**src/rtl/pc_prefetch_queue_pkg.sv**
```systemverilog
`default_nettype none
// ============================================================================
//  Module      : pc_prefetch_queue_pkg
//  Description : Shared constants, load-source encoding and configuration
//                checks for the program-counter / instruction-prefetch unit.
//  Revision    : 1.0 - initial release
// ============================================================================
package pc_prefetch_queue_pkg;

    // Word address loaded at reset (byte address 0xFF0008).
    localparam logic [22:0] c_RESET_PC_DEFAULT = 23'h7F8004;

    // Instructions are 16-bit words: byte address = word address << 1.
    localparam int c_BYTE_SHIFT = 1;

    // Which source (if any) reloads the PC this cycle, highest priority first.
    typedef enum logic [1:0] {
        LD_NONE = 2'd0,
        LD_JABS = 2'd1,
        LD_JREL = 2'd2,
        LD_HOST = 2'd3
    } load_src_t;

    function automatic bit is_pow2(input int v);
        return (v > 0) && ((v & (v - 1)) == 0);
    endfunction

    // Fetch width and queue depth must both be powers of two, and the queue
    // must be able to hold at least one complete fetch.
    function automatic bit cfg_legal(input int fw, input int qdepth);
        return is_pow2(fw) && is_pow2(qdepth) && (qdepth >= fw);
    endfunction

endpackage
`default_nettype wire

```
**src/rtl/pc_prefetch_queue_fifo.sv**
```systemverilog
`default_nettype none
// ============================================================================
//  Module      : prefetch_fifo
//  Description : Circular instruction buffer. Accepts 0..FW words per cycle,
//                pops at most one, and flushes synchronously.
//  Revision    : 1.0 - initial release
// ============================================================================
module prefetch_fifo #(
    parameter int DW     = 16,
    parameter int QDEPTH = 4,
    parameter int FW     = 2,
    parameter int CW     = $clog2(QDEPTH + 1),
    parameter int PCW    = $clog2(FW + 1)
) (
    input  logic               sys_clk,
    input  logic               resetl,
    input  logic               ce,
    input  logic               flush,
    input  logic [PCW-1:0]     push_cnt,
    input  logic [FW*DW-1:0]   push_data,
    input  logic               pop,
    output logic [DW-1:0]      head,
    output logic [CW-1:0]      count
);

    // Pointer width; a one-entry queue still needs a 1-bit pointer.
    localparam int            c_PW    = (QDEPTH > 1) ? $clog2(QDEPTH) : 1;
    localparam logic [c_PW-1:0] c_PMASK = c_PW'(QDEPTH - 1);

    logic [DW-1:0]   r_mem [QDEPTH];
    logic [c_PW-1:0] r_rd;
    logic [c_PW-1:0] r_wr;
    logic [CW-1:0]   r_count;
    logic            w_pop_ok;

    // Never pop an empty queue, even if the caller asks.
    assign w_pop_ok = pop && (r_count != '0);

    // Pointer and occupancy update; flush wins over push/pop.
    always_ff @(posedge sys_clk) begin
        if (!resetl) begin
            r_rd    <= '0;
            r_wr    <= '0;
            r_count <= '0;
        end else if (ce) begin
            if (flush) begin
                r_rd    <= '0;
                r_wr    <= '0;
                r_count <= '0;
            end else begin
                r_wr    <= (r_wr + c_PW'(push_cnt)) & c_PMASK;
                if (w_pop_ok) begin
                    r_rd <= (r_rd + c_PW'(1)) & c_PMASK;
                end
                r_count <= r_count + CW'(push_cnt) - CW'(w_pop_ok);
            end
        end
    end

    // Storage write: word i of push_data lands at wr+i for i < push_cnt.
    always_ff @(posedge sys_clk) begin
        if (resetl && ce && !flush) begin
            for (int i = 0; i < FW; i++) begin
                if (PCW'(i) < push_cnt) begin
                    r_mem[(r_wr + c_PW'(i)) & c_PMASK] <= push_data[i*DW +: DW];
                end
            end
        end
    end

    assign head  = r_mem[r_rd];
    assign count = r_count;

endmodule
`default_nettype wire

```
**src/rtl/pc_prefetch_queue.sv**
```systemverilog
`default_nettype none
// ============================================================================
//  Module      : pc_prefetch_queue
//  Description : Program counter and instruction prefetch queue. Fetches
//                FW-word aligned blocks ahead of the decoder, discards the
//                leading words of a misaligned jump target, and supports
//                absolute, relative and host PC loads.
//  Revision    : 1.0 - initial release
// ============================================================================
module pc_prefetch_queue
    import pc_prefetch_queue_pkg::*;
#(
    parameter int            AW       = 23,
    parameter int            DW       = 16,
    parameter int            FW       = 2,
    parameter int            QDEPTH   = 4,
    parameter logic [AW-1:0] RESET_PC = AW'(c_RESET_PC_DEFAULT)
) (
    input  logic              sys_clk,
    input  logic              resetl,
    input  logic              ce,
    input  logic              go,
    input  logic              pcwr,
    input  logic [AW:0]       host_din,
    input  logic              jabs,
    input  logic              jrel,
    input  logic [AW:0]       jabs_addr,
    input  logic [AW-1:0]     jrel_off,
    output logic              fetch_req,
    output logic [AW-1:0]     fetch_addr,
    input  logic              fetch_ack,
    input  logic [FW*DW-1:0]  fetch_data,
    output logic              instr_valid,
    output logic [DW-1:0]     instr,
    input  logic              instr_take,
    output logic [AW:0]       program_count
);

    localparam int            c_SW         = (FW > 1) ? $clog2(FW) : 1;
    localparam int            c_CW         = $clog2(QDEPTH + 1);
    localparam int            c_PCW        = $clog2(FW + 1);
    localparam logic [AW-1:0] c_ALIGN_MASK = ~AW'(FW - 1);
    localparam logic [c_SW-1:0] c_RESET_SKIP = c_SW'(RESET_PC & ~c_ALIGN_MASK);

    // Reject illegal FW/QDEPTH combinations at elaboration.
    if (!cfg_legal(FW, QDEPTH)) begin : g_cfg_illegal
        $error("pc_prefetch_queue: FW and QDEPTH must be powers of two with QDEPTH >= FW");
    end

    logic [AW-1:0]    r_head_pc;
    logic [AW-1:0]    r_fetch_pc;
    logic [c_SW-1:0]  r_skip;

    load_src_t        w_load_src;
    logic [AW-1:0]    w_target;
    logic [c_SW-1:0]  w_target_skip;
    logic             w_load;
    logic             w_space_ok;
    logic             w_accept;
    logic             w_pop;
    logic [c_CW-1:0]  w_count;
    logic [DW-1:0]    w_head;
    logic [c_PCW-1:0] w_push_cnt;
    logic [FW*DW-1:0] w_push_data;
    logic             w_unused_bits;

    // Byte-address bit 0 of the absolute and host addresses carries no meaning.
    assign w_unused_bits = &{1'b0, host_din[0], jabs_addr[0]};

    // Load source priority: absolute jump, relative jump, host write (stopped only).
    always_comb begin
        w_load_src = LD_NONE;
        w_target   = r_head_pc;
        if (jabs) begin
            w_load_src = LD_JABS;
            w_target   = jabs_addr[AW:c_BYTE_SHIFT];
        end else if (jrel) begin
            w_load_src = LD_JREL;
            w_target   = r_head_pc + jrel_off;
        end else if (pcwr && !go) begin
            w_load_src = LD_HOST;
            w_target   = host_din[AW:c_BYTE_SHIFT];
        end
    end

    assign w_load        = ce && (w_load_src != LD_NONE);
    assign w_target_skip = c_SW'(w_target & ~c_ALIGN_MASK);

    // Request only when a whole fetch block is guaranteed to fit.
    assign w_space_ok  = (c_CW'(QDEPTH) - w_count) >= c_CW'(FW);
    assign fetch_req   = go && resetl && w_space_ok && !w_load;
    assign fetch_addr  = r_fetch_pc;

    assign w_accept    = ce && fetch_ack && fetch_req;
    assign instr_valid = go && (w_count != '0);
    assign instr       = w_head;
    assign w_pop       = ce && instr_valid && instr_take && !w_load;

    // Drop the leading 'skip' words of a misaligned block before pushing.
    assign w_push_cnt  = w_accept ? (c_PCW'(FW) - c_PCW'(r_skip)) : '0;
    assign w_push_data = fetch_data >> (int'(r_skip) * DW);

    assign program_count = {r_head_pc, 1'b0};

    // PC, fetch pointer and skip count: loads override fetch/take progress.
    always_ff @(posedge sys_clk) begin
        if (!resetl) begin
            r_head_pc  <= RESET_PC;
            r_fetch_pc <= RESET_PC & c_ALIGN_MASK;
            r_skip     <= c_RESET_SKIP;
        end else if (w_load) begin
            r_head_pc  <= w_target;
            r_fetch_pc <= w_target & c_ALIGN_MASK;
            r_skip     <= w_target_skip;
        end else if (ce) begin
            if (w_accept) begin
                r_fetch_pc <= r_fetch_pc + AW'(FW);
                r_skip     <= '0;
            end
            if (w_pop) begin
                r_head_pc <= r_head_pc + AW'(1);
            end
        end
    end

    prefetch_fifo #(
        .DW     (DW),
        .QDEPTH (QDEPTH),
        .FW     (FW),
        .CW     (c_CW),
        .PCW    (c_PCW)
    ) u_fifo (
        .sys_clk   (sys_clk),
        .resetl    (resetl),
        .ce        (ce),
        .flush     (w_load),
        .push_cnt  (w_push_cnt),
        .push_data (w_push_data),
        .pop       (w_pop),
        .head      (w_head),
        .count     (w_count)
    );

endmodule
`default_nettype wire

```
**config.mk**
```make
export PLATFORM = sky130hd
export DESIGN_NAME = pc_prefetch_queue
export DESIGN_NICKNAME = d
export VERILOG_FILES = /design/src/rtl/pc_prefetch_queue_pkg.sv /design/src/rtl/pc_prefetch_queue_fifo.sv /design/src/rtl/pc_prefetch_queue.sv
export SDC_FILE = /design/constraint.sdc
export NUM_CORES = 1
export LEC_CHECK = 0
export CAP_MARGIN = 30
export CORE_ASPECT_RATIO = 0.6
export CORE_MARGIN = 5
export CORE_UTILIZATION = 25
export DETAILED_ROUTE_END_ITERATION = 7
export PLACE_DENSITY = 0.47
export SYNTH_ARGS = -nofsm -noshare
export SYNTH_HDL_FRONTEND = slang
export SYNTH_SLANG_ARGS = --single-unit
export TNS_END_PERCENT = 30
```
**constraint.sdc**
```tcl
create_clock -name sys_clk -period 3 [get_ports sys_clk]
set_input_delay 0.45 -clock sys_clk [delete_from_list [all_inputs] [get_ports sys_clk]]
set_output_delay 0.45 -clock sys_clk [all_outputs]
set_load 0.02 [all_outputs]
```
==> summary.md <==
| Metric | Value |
|---|---|
| Setup WS pre-CTS | -0.343 ns |
| FF-to-FF Start | u_fifo.count[1] |
| Synth Area per Inst | ~9.5 um^2 |
| Cell area after layout | 11,800 um^2 |
| Slew at the pin with the worst max-slew slack | roughly 0.64 ns |
| Site Rows | 50 |
| Post-DP HPWL | roughly 27,000 um |
| Total Power | ~5.3 mW |
| Largest cells by area after synthesis | edfxtp_1 24%, dfxtp_1 14%, mux2_2 9.2%, ha_1 4.9%, mux4_2 4.5% |
| Synth unique cells | 70 |
| Sink Count | approximately 120 |
| Largest net degree at the start of global routing | between 40 and 50 |
| Crit Path Max Fanout | 4 |
| Post-route clock skew | around 0.013 ns |
| FILL cells | 3,104 |
| DR vias | 7,939 |
| Height of the die | 148 um |
| Setup TNS | 0 ns |
| Dominant synthesized flop cell | edfxtp_1 |
| Post-DP Area | 11,100 um^2 |
| I/O Pins | 177 |
| Mapped Area | ~8000 um^2 |
| Ys Warns | 0 |
| Data arrival time of the worst path | 3.16 ns |
| Final worst-path setup slack | around 0.16 ns |
| Clk Latency, worst-skew pair | 0.42 ns |
| Core area | 31,300 um^2 |
| Gr usage total | 18.3% |
| Yosys reg bits | 119 |
| Die X | 241 um |
| Maximum vdd drop | 0.306 mV |
| Grt ovf | 0 |
| Buffers added on ports | 172 |
| Beginning of the critical path | jrel_off[0] |
| Area of the multi-input gates | 4710 um^2 |
| Htree depth | 4 |
| CP Launch Type | input port |
| Hold Path Class | register to register |
| Number of flops mapped to enable cells by yosys | 64 |
| Clk slew on worst S/H paths | around 0.06 ns |
| Synth area leader | edfxtp_1 |
| Final Max Slew Viols | 0 |
| Cell Pwr Density | 450 nW/um^2 |
| Via density | 5.12 |
| Initial DRC count | 666 |
| Total routed wirelength | 33,400 um |
| Root Buffer | clkbuf_16 |
| Fmax | ~0.35 GHz |
| Top-area cell type share of the netlist area | 24.1% |
| Antenna Nets Post-Route | 0 |
| TritonCTS buffer count | 17 |
| Post-Syn Instances | about 840 |
| Full die area | 35,700 um^2 |
| Synth async-reset ratio | 0% |
| Min-delay src | fetch_addr[7] |
| Total Nets Final | 1,265 |
| Initial antenna violation count | 2 |
| CTS tree | yes |
| Final setup vio count | 0 |
| Hold_ws | about 0.52 ns |
| Starting density of the core | 25.4% |
| Part of the cycle the worst path needs | 94.8% |
| DR WL/cell | 21.6 um |
| Status | finished, final reports clean |
| GPL Wtd Cong | approximately 0.92 |
| Vias in the first global route | roughly 7,500 |
| CP Class | input port to register |
| Req. time, crit path | 3.31 ns |
| DRC | 0 |
| Pleak | roughly 4.5 nW |
| Critical Path Sink Type | register |
| 1st-pass router iterations | 6 |
| Final min period | 2.84 ns |
| Global-route wire length before repair | between 40,000 and 50,000 um |
| Max-Cap Viols | 0 |
| Seq/Total Area, Yosys | about 38% |
| Hold Violations, Final | 0 |
| Area Growth Syn to Fin | 47.7% |
| Sequential cell area | slightly above 3000 um^2 |
| Share of cells above drive strength 1 | 25.6% |
| Slew HR | approximately 57% |
| Max clock buf depth | 2 |
per-layer routing:
| metal | track usage (%) | share of wire, % |
|---|---|---|
| met4 | 4.79 | 1.6 |
| met2 | 22.7 | 37 |
| met5 | 0 | 0.039 |
| met1 | 30.7 | 54 |
| met3 | 3.98 | 7.7 |
metrics by stage:
step / utilization, % / cells
final: 37.6 / 1550
after global routing: 37.6 / 1550
after CTS: 37.4 / 1547
after detailed placement: 35.4 / 1515
after global placement: 35.4 / 1515
after floorplan: - / 837
critical path, stage by stage:
cell             delay (ns)
clkdlybuf4s50_1        0.47
ha_1                   0.17
inv_1                  0.05
fa_1                   0.40
nor2b_2                0.17
o2111ai_2              0.15
a21oi_2                0.25
o221ai_1               0.20
a21boi_0               0.23
o31a_1                 0.18
nor2_1                 0.05
buf_4                  0.15
o221a_2                0.23
layout by cell type (no fill, tap or decap), types with 5 or more instances in the layout:
master / Yosys / routed
clkdlybuf4s50_1: 0 / 171
buf_4: 6 / 138
nand2_1: 76 / 75
a21oi_1: 70 / 70
o21ai_0: 71 / 70
mux2_2: 65 / 65
edfxtp_1: 64 / 64
dfxtp_1: 55 / 54
nor2_1: 40 / 40
nand3_1: 32 / 32
ha_1: 31 / 29
inv_1: 24 / 23
a31oi_1: 20 / 20
and3_1: 17 / 17
clkbuf_16: 0 / 17
mux4_2: 16 / 16
xnor2_1: 16 / 16
nor3_1: 17 / 16
nand4_1: 14 / 14
a21o_1: 12 / 12
o211ai_1: 11 / 11
o21a_1: 8 / 8
o211a_1: 7 / 7
o31a_1: 7 / 7
nor2b_1: 7 / 6
and2_1: 6 / 6
a211oi_1: 6 / 6
mux2i_1: 5 / 5
xor2_1: 6 / 5
cell families (layout without fill, tap and decap cells):
| group | after synthesis | in the layout | synth area share [%] |
|---|---|---|---|
| adders and majority gates | 33 | 33 | 5.37 |
| AOI/OAI and AO/OA | 266 | 266 | 21.6 |
| other | 1 | 3 | 0.0470 |
| muxes | 86 | 86 | 14.3 |
| and+or+nand+nor | 236 | 236 | 14.4 |
| buffers and inverters | 73 | 369 | 3.88 |
| xor gates and xnor gates | 22 | 22 | 2.42 |
| DFF | 119 | 119 | 37.9 |
registers in the layout (all words and copies together), names as in the netlist, named ones only:
signal        cells
fetch_addr       22
r_head_pc        23
r_skip            1
u_fifo.count      3
u_fifo.r_mem     64
u_fifo.r_rd       2
u_fifo.r_wr       2
synthesized netlist by cell type (all sizes together), types with 4 or more instances:
cell type	n
or3	4
and4	4
and3	17
o221a	4
o31a	7
o21a	8
ha	31
o21ai	72
xor2	6
xnor2	16
nand2	77
mux2	65
a21oi	72
nand4	14
clkbuf	31
a311oi	4
mux4	16
buf	18
nor2b	7
mux2i	5
nand3	32
inv	24
a21o	12
and2	7
edfxtp	64
nor2	43
a31oi	23
o211ai	11
nor3	18
dfxtp	55
nand2b	4
a211oi	6
o211a	7
where the power goes:
group          internal, mW  total (mW)  switching, mW
Sequential             1.78        1.85         0.0746
Clock                  1.26        2.14          0.878
Combinational         0.643        1.31          0.664
Total                  3.68        5.30           1.62
what timing repair did:
action | 4_1_cts | 5_1_grt
hold buffers | 0 | 0
gates resized for setup | 0 | 10
setup buffers | 0 | 2
endpoints found under the setup margin | 0 | 6
path summary, 6_finish.rpt:
kind                                        end  slack [ns]  cells after the start
worst max-delay path              r_head_pc[14]        0.16                     13
worst min-delay path              fetch_addr[7]        0.52                      2
worst min register to register    fetch_addr[7]        0.52                      2
worst max register to register  u_fifo.count[2]        0.16                     17
final cells by class:
type	instances	area share (%)
clock inverters	15	1.55
repair buffers	313	23.9
inverters	24	0.765
diodes	1	0.0212
well taps	416	4.42
flip-flops and latches	119	25.7
multi-input cells	645	40.0
clock buffers	17	3.61
No activity file was read; power rests on OpenSTA's default activity.
